<file path="config.mk">
export PLATFORM = sky130hd
export DESIGN_NAME = mxu_seq_ctrl
export DESIGN_NICKNAME = d
export VERILOG_FILES = /design/src/rtl/mxu_seq_ctrl.sv
export SDC_FILE = /design/constraint.sdc
export NUM_CORES = 1
export LEC_CHECK = 0
export ABC_AREA = 1
export CELL_PAD_IN_SITES_DETAIL_PLACEMENT = 0
export CELL_PAD_IN_SITES_GLOBAL_PLACEMENT = 2
export CORE_MARGIN = 2
export CORE_UTILIZATION = 31
export CTS_CLUSTER_SIZE = 12
export DETAILED_ROUTE_END_ITERATION = 8
export MAX_ROUTING_LAYER = met4
export PLACE_DENSITY = 0.8
export SYNTH_ARGS = -nofsm -noshare
export SYNTH_HDL_FRONTEND = slang
export SYNTH_SLANG_ARGS = --single-unit
</file>
<file path="constraint.sdc">
create_clock -name clk -period 3.58 [get_ports clk]
set_clock_uncertainty 0.15 [all_clocks]
set_input_delay 0.716 -clock clk [delete_from_list [all_inputs] [get_ports clk]]
set_output_delay 0.716 -clock clk [all_outputs]
set_load 0.05 [all_outputs]
</file>
<file path="src/rtl/mxu_seq_ctrl.sv">
// Job sequencer for an N x N MXFP8 systolic MAC array: clear, skewed feed, drain, result readout.
// Optional MXU_SEQ_ACCUM_EN adds an accum input that suppresses the accumulator clear for a job.
module mxu_seq_ctrl #(
  parameter int N        = 2,
  parameter int K_W      = 8,
  parameter int PIPE_LAT = 3
) (
  input  logic                      clk,
  input  logic                      rst_n,
  input  logic                      start,
  input  logic [K_W-1:0]            k_len,
`ifdef MXU_SEQ_ACCUM_EN
  input  logic                      accum,
`endif
  input  logic                      abort,
  output logic                      busy,
  output logic                      clear,
  output logic [N-1:0]              lane_en,
  output logic [N*K_W-1:0]          lane_k,
  output logic                      result_valid,
  input  logic                      result_ready,
  output logic [$clog2(N*N)-1:0]    result_idx,
  output logic                      done
);

  localparam int TW = K_W + $clog2(N) + 1;
  localparam int IW = $clog2(N*N);
  localparam int DW = $clog2(N + PIPE_LAT) + 1;
  localparam logic [TW-1:0] T_OFFS     = TW'(N - 2);
  localparam logic [DW-1:0] DRAIN_LAST = DW'(N - 2 + PIPE_LAT);
  localparam logic [IW-1:0] IDX_LAST   = IW'(N * N - 1);

  typedef enum logic [2:0] {
    S_IDLE, S_CLEAR, S_FEED, S_DRAIN, S_READ, S_DONE
  } state_t;

  state_t         state_reg, state_next;
  logic [TW-1:0]  t_reg, t_next;
  logic [DW-1:0]  drain_reg, drain_next;
  logic [IW-1:0]  idx_reg, idx_next;
  logic [K_W-1:0] k_reg, k_next;
  logic           clear_next;
  logic [N-1:0]       lane_en_next;
  logic [N*K_W-1:0]   lane_k_next;
`ifdef MXU_SEQ_ACCUM_EN
  logic           accum_reg, accum_next;
`endif

  always_comb begin
    state_next = state_reg;
    t_next     = t_reg;
    drain_next = drain_reg;
    idx_next   = idx_reg;
    k_next     = k_reg;
`ifdef MXU_SEQ_ACCUM_EN
    accum_next = accum_reg;
`endif
    case (state_reg)
      S_IDLE: begin
        if (start) begin
          state_next = S_CLEAR;
          k_next     = k_len;
`ifdef MXU_SEQ_ACCUM_EN
          accum_next = accum;
`endif
        end
      end
      S_CLEAR: begin
        t_next     = '0;
        drain_next = '0;
        state_next = (k_reg != '0) ? S_FEED : S_DRAIN;
      end
      S_FEED: begin
        // last feed cycle is when the highest lane issues its final k
        if (t_reg == TW'(k_reg) + T_OFFS) begin
          state_next = S_DRAIN;
          drain_next = '0;
        end else begin
          t_next = t_reg + 1'b1;
        end
      end
      S_DRAIN: begin
        if (drain_reg == DRAIN_LAST) begin
          state_next = S_READ;
          idx_next   = '0;
        end else begin
          drain_next = drain_reg + 1'b1;
        end
      end
      S_READ: begin
        if (result_ready) begin
          if (idx_reg == IDX_LAST) state_next = S_DONE;
          else                     idx_next   = idx_reg + 1'b1;
        end
      end
      S_DONE:  state_next = S_IDLE;
      default: state_next = S_IDLE;
    endcase
    if (abort && state_reg != S_IDLE) begin
      state_next = S_IDLE;
      t_next     = '0;
      drain_next = '0;
      idx_next   = '0;
    end
  end

`ifdef MXU_SEQ_ACCUM_EN
  assign clear_next = (state_next == S_CLEAR) && !accum_next;
`else
  assign clear_next = (state_next == S_CLEAR);
`endif

  // Lane i runs i cycles behind lane 0 so operands meet on the array diagonal.
  generate
    for (genvar gi = 0; gi < N; gi++) begin : g_lane
      localparam logic [TW-1:0] LANE_OFFS = TW'(gi);
      assign lane_en_next[gi] = (state_next == S_FEED) && (t_next >= LANE_OFFS) &&
                                (t_next < LANE_OFFS + TW'(k_next));
      assign lane_k_next[gi*K_W +: K_W] = lane_en_next[gi] ? K_W'(t_next - LANE_OFFS) : '0;
    end
  endgenerate

  always_ff @(posedge clk) begin
    if (!rst_n) begin
      state_reg    <= S_IDLE;
      t_reg        <= '0;
      drain_reg    <= '0;
      idx_reg      <= '0;
      k_reg        <= '0;
`ifdef MXU_SEQ_ACCUM_EN
      accum_reg    <= 1'b0;
`endif
      busy         <= 1'b0;
      clear        <= 1'b0;
      lane_en      <= '0;
      lane_k       <= '0;
      result_valid <= 1'b0;
      result_idx   <= '0;
      done         <= 1'b0;
    end else begin
      state_reg    <= state_next;
      t_reg        <= t_next;
      drain_reg    <= drain_next;
      idx_reg      <= idx_next;
      k_reg        <= k_next;
`ifdef MXU_SEQ_ACCUM_EN
      accum_reg    <= accum_next;
`endif
      busy         <= (state_next != S_IDLE);
      clear        <= clear_next;
      lane_en      <= lane_en_next;
      lane_k       <= lane_k_next;
      result_valid <= (state_next == S_READ);
      result_idx   <= (state_next == S_READ) ? idx_next : '0;
      done         <= (state_next == S_DONE);
    end
  end

endmodule

</file>
==> impl_metrics.yaml <==
run_status:
  status: "finished clean"
timing:
  worst_pin_slew_ps: 522
  hold_viol: 0
  setup_viol: 0
  setup_slack_ps: 226
  max_slew_margin_pct: 65.1
  finalCritPeriodShare_pct: 93.7
  rsz0062_at_grt: "no"
  fmax_mhz: 298
  report.final.slew_viol_count: 0
  setup-tns-final_ps: 0
  fin_crit_ps: 3350
pwr:
  swShare_pct: 42.0
  p_comb_share_pct: 44.9
  p_per_area_nw_per_um2: 500
  p_seq_share_pct: 35.9
  switchingPower_mw: 0.756
  vdd_drop_max_uv: 217
  p_clk_share_pct: 19.2
  power_mw: 1.80
  intPower_mw: 1.04
  power_leakage_nw: 1.76
route:
  drtIter0Drc: 123
  wl_per_cell_um: 13.2
  vias_per_cell: 4.50
  drc_errors: 0
  postRouteAntennaNets: 0
  drtPass1Iterations: 4
  totalWireLength_mm: 7.66
  vias: 2606
yosys:
  synth_edf_count: 0
  synth.area.mux_share_pct: 0.695
  syn_nets: 442
  synth_area_um2: 2880
  synthSimpleGateAreaFrac_pct: 34.6
  synth.distinct_cells: 39
  seq_area_frac_synth_pct: 35.4
  synth_warnings: 0
  ys.flop_type: "dfxtp_1"
  async_flop_share_pct: 0
  synthCells: 411
  synth-compound-area-share_pct: 6.25
  ys_ff_latch: 51
  synth-xor-area-share_pct: 5.17
  post_synth_fa_ha_maj_area_fraction_pct: 7.82
  synth_top_family_by_area: "simple AND/OR/NAND/NOR gates"
  syn_avg_cell_area_um2: 7.01
global_route:
  grt_max_degree: 18
  antenna_found_initial: 0
  grt_overflow: 0
  track_usage_pct: 16.9
  grt_pass1_wl_mm: 13.0
  grt_pass1_vias: 2646
finish:
  final_cell_mix: "nand2_1, nor2_1, inv_1, dfxtp_1, clkdlybuf4s50_1"
  layout-drive-gt1-share_pct: 13.5
  largest_reg_flops: 16
  final_common_cell: "nand2_1"
  area_growth_pct: 25.0
  fin_nets: 498
  diodes: 0
job:
  max-cap-violations: 0
setup_path:
  r2r_start: "state_reg[0]$_SDFF_PN0_"
  endpoint_kind: "flop"
  reg2reg_setup_slack_ps: 470
  critPathSlowestCell: "clkdlybuf4s50_1"
  crit_type: "in2reg"
  cp_num_buf_inv: 2
  critPathLaunch: "start"
  worst-path-max-fanout: 9
  crit_family: "simple AND/OR/NAND/NOR gates"
  required_ps: 3680
  arrival_ps: 3450
  cp-start-kind: "input port"
  worstPathCellList: "clkdlybuf4s50_1, nand3_4, nand2_1, o21ai_1, inv_1, ha_1, nand2_1, nor2_2, nand3_2, or3_1, ha_1, a211oi_2, o2111ai_2, a21oi_2, nand2_4, nor2_1"
  max_stage_delay_ps: 500
placed_design:
  portBuffers: 36
  routabilityCongestion: 0.870
  hpwl_mm: 6.12
  dp_slack_ps: -196
cts:
  cts_setup_buffers: 0
  cts_buffers: 5
  path_clk_slew_ps: 100
  tritoncts: "done"
  cts.sinks: 51
  clockRootBuffer: "clkbuf_8"
  clock_path_buffers: 2
  clock_latency_ps: 310
  htree_levels: 2
die:
  die_w_um: 100
  die_h_um: 100
  die-area_um2: 10100
  io_pins: 37
  fp.coreArea_um2: 9110
  start_util_pct: 31.6
  rows: 35
worst_hold_path:
  hold_start: "drain_reg[1]$_SDFFE_PP0P_"
  hold_class: "reg2reg"
## what timing repair did
item,4_1_cts,5_1_grt
gates resized for setup,0,7
hold buffers,0,0
endpoints found under the setup margin,0,9
## power groups by stage
stage | clock [mW] | sequential [mW] | combinational [mW]
5_1_grt | 0.382 | 0.653 | 0.918
6_report | 0.346 | 0.646 | 0.808
2_1_floorplan | 0 | 0.717 | 0.506
4_1_cts | 0.359 | 0.646 | 0.801
3_3_place_gp | 0 | 0.660 | 0.797
3_5_place_dp | 0 | 0.658 | 0.795
## logic make-up (layout without fill, tap and decap cells)
family                   after synthesis  after routing
AND/OR/NAND/NOR                      221            221
flip-flops                            51             51
AO/OA/AOI/OAI                         27             27
adder cells (fa/ha/maj)               18             18
buffers and inverters                 75            132
multiplexers                           2              2
XOR/XNOR                              17             17
## tightest hold or removal path, cell delays in order (launching register included)
cell and delay [ps]:
dfxtp_1 340, nand2_1 70, a21oi_1 50
## path summary, 6_finish.rpt
path	to	cells past startpoint
setup / recovery	lane_k[15]$_SDFF_PN0_	16
hold / removal	drain_reg[1]$_SDFFE_PP0P_	2
setup reg to reg	lane_k[15]$_SDFF_PN0_	18
hold reg to reg	drain_reg[1]$_SDFFE_PP0P_	2
## layer usage
metal	GRT usage, %	routed length, um	vias to the layer above
met3	2.44	188	11
met4	5.69	129	0
met5	-	0	-
li1	-	-	1379
met1	23.2	3940	1170
met2	25.5	3400	46
## metrics by stage
stage	utilization (%)	hold WS, ps	area, um2	std cells
2_1_floorplan	-	310	2880	411
3_3_place_gp	38.2	335	3480	571
3_5_place_dp	38.2	336	3480	571
4_1_cts	39.2	351	3570	579
5_1_grt	39.5	374	3600	579
6_report	39.5	350	3600	579
## cells in the mapped netlist, drive strengths merged, types with 2 or more instances
cell type	count	area, um2
a21oi	8	55.1
clkbuf	2	7.51
dfxtp	51	1020
ha	18	225
inv	71	267
mux2i	2	20.0
nand2	97	377
nand3	28	165
nand3b	3	35.0
nor2	79	327
nor3	5	35.0
nor3b	2	15.0
nor4	3	18.8
o21ai	10	50.1
or2	3	18.8
xnor2	7	61.3
xor2	10	87.6
## layout make-up
cell class,instances,area [um2]
tap,111,139
multi-input combinational,285,1600
inverter,72,270
clock buffer,5,68.8
clock inverter,3,22.5
sequential,51,1020
fill,986,5510
timing repair buffer,52,480
Note: power is estimated with default switching activity, not from simulation.
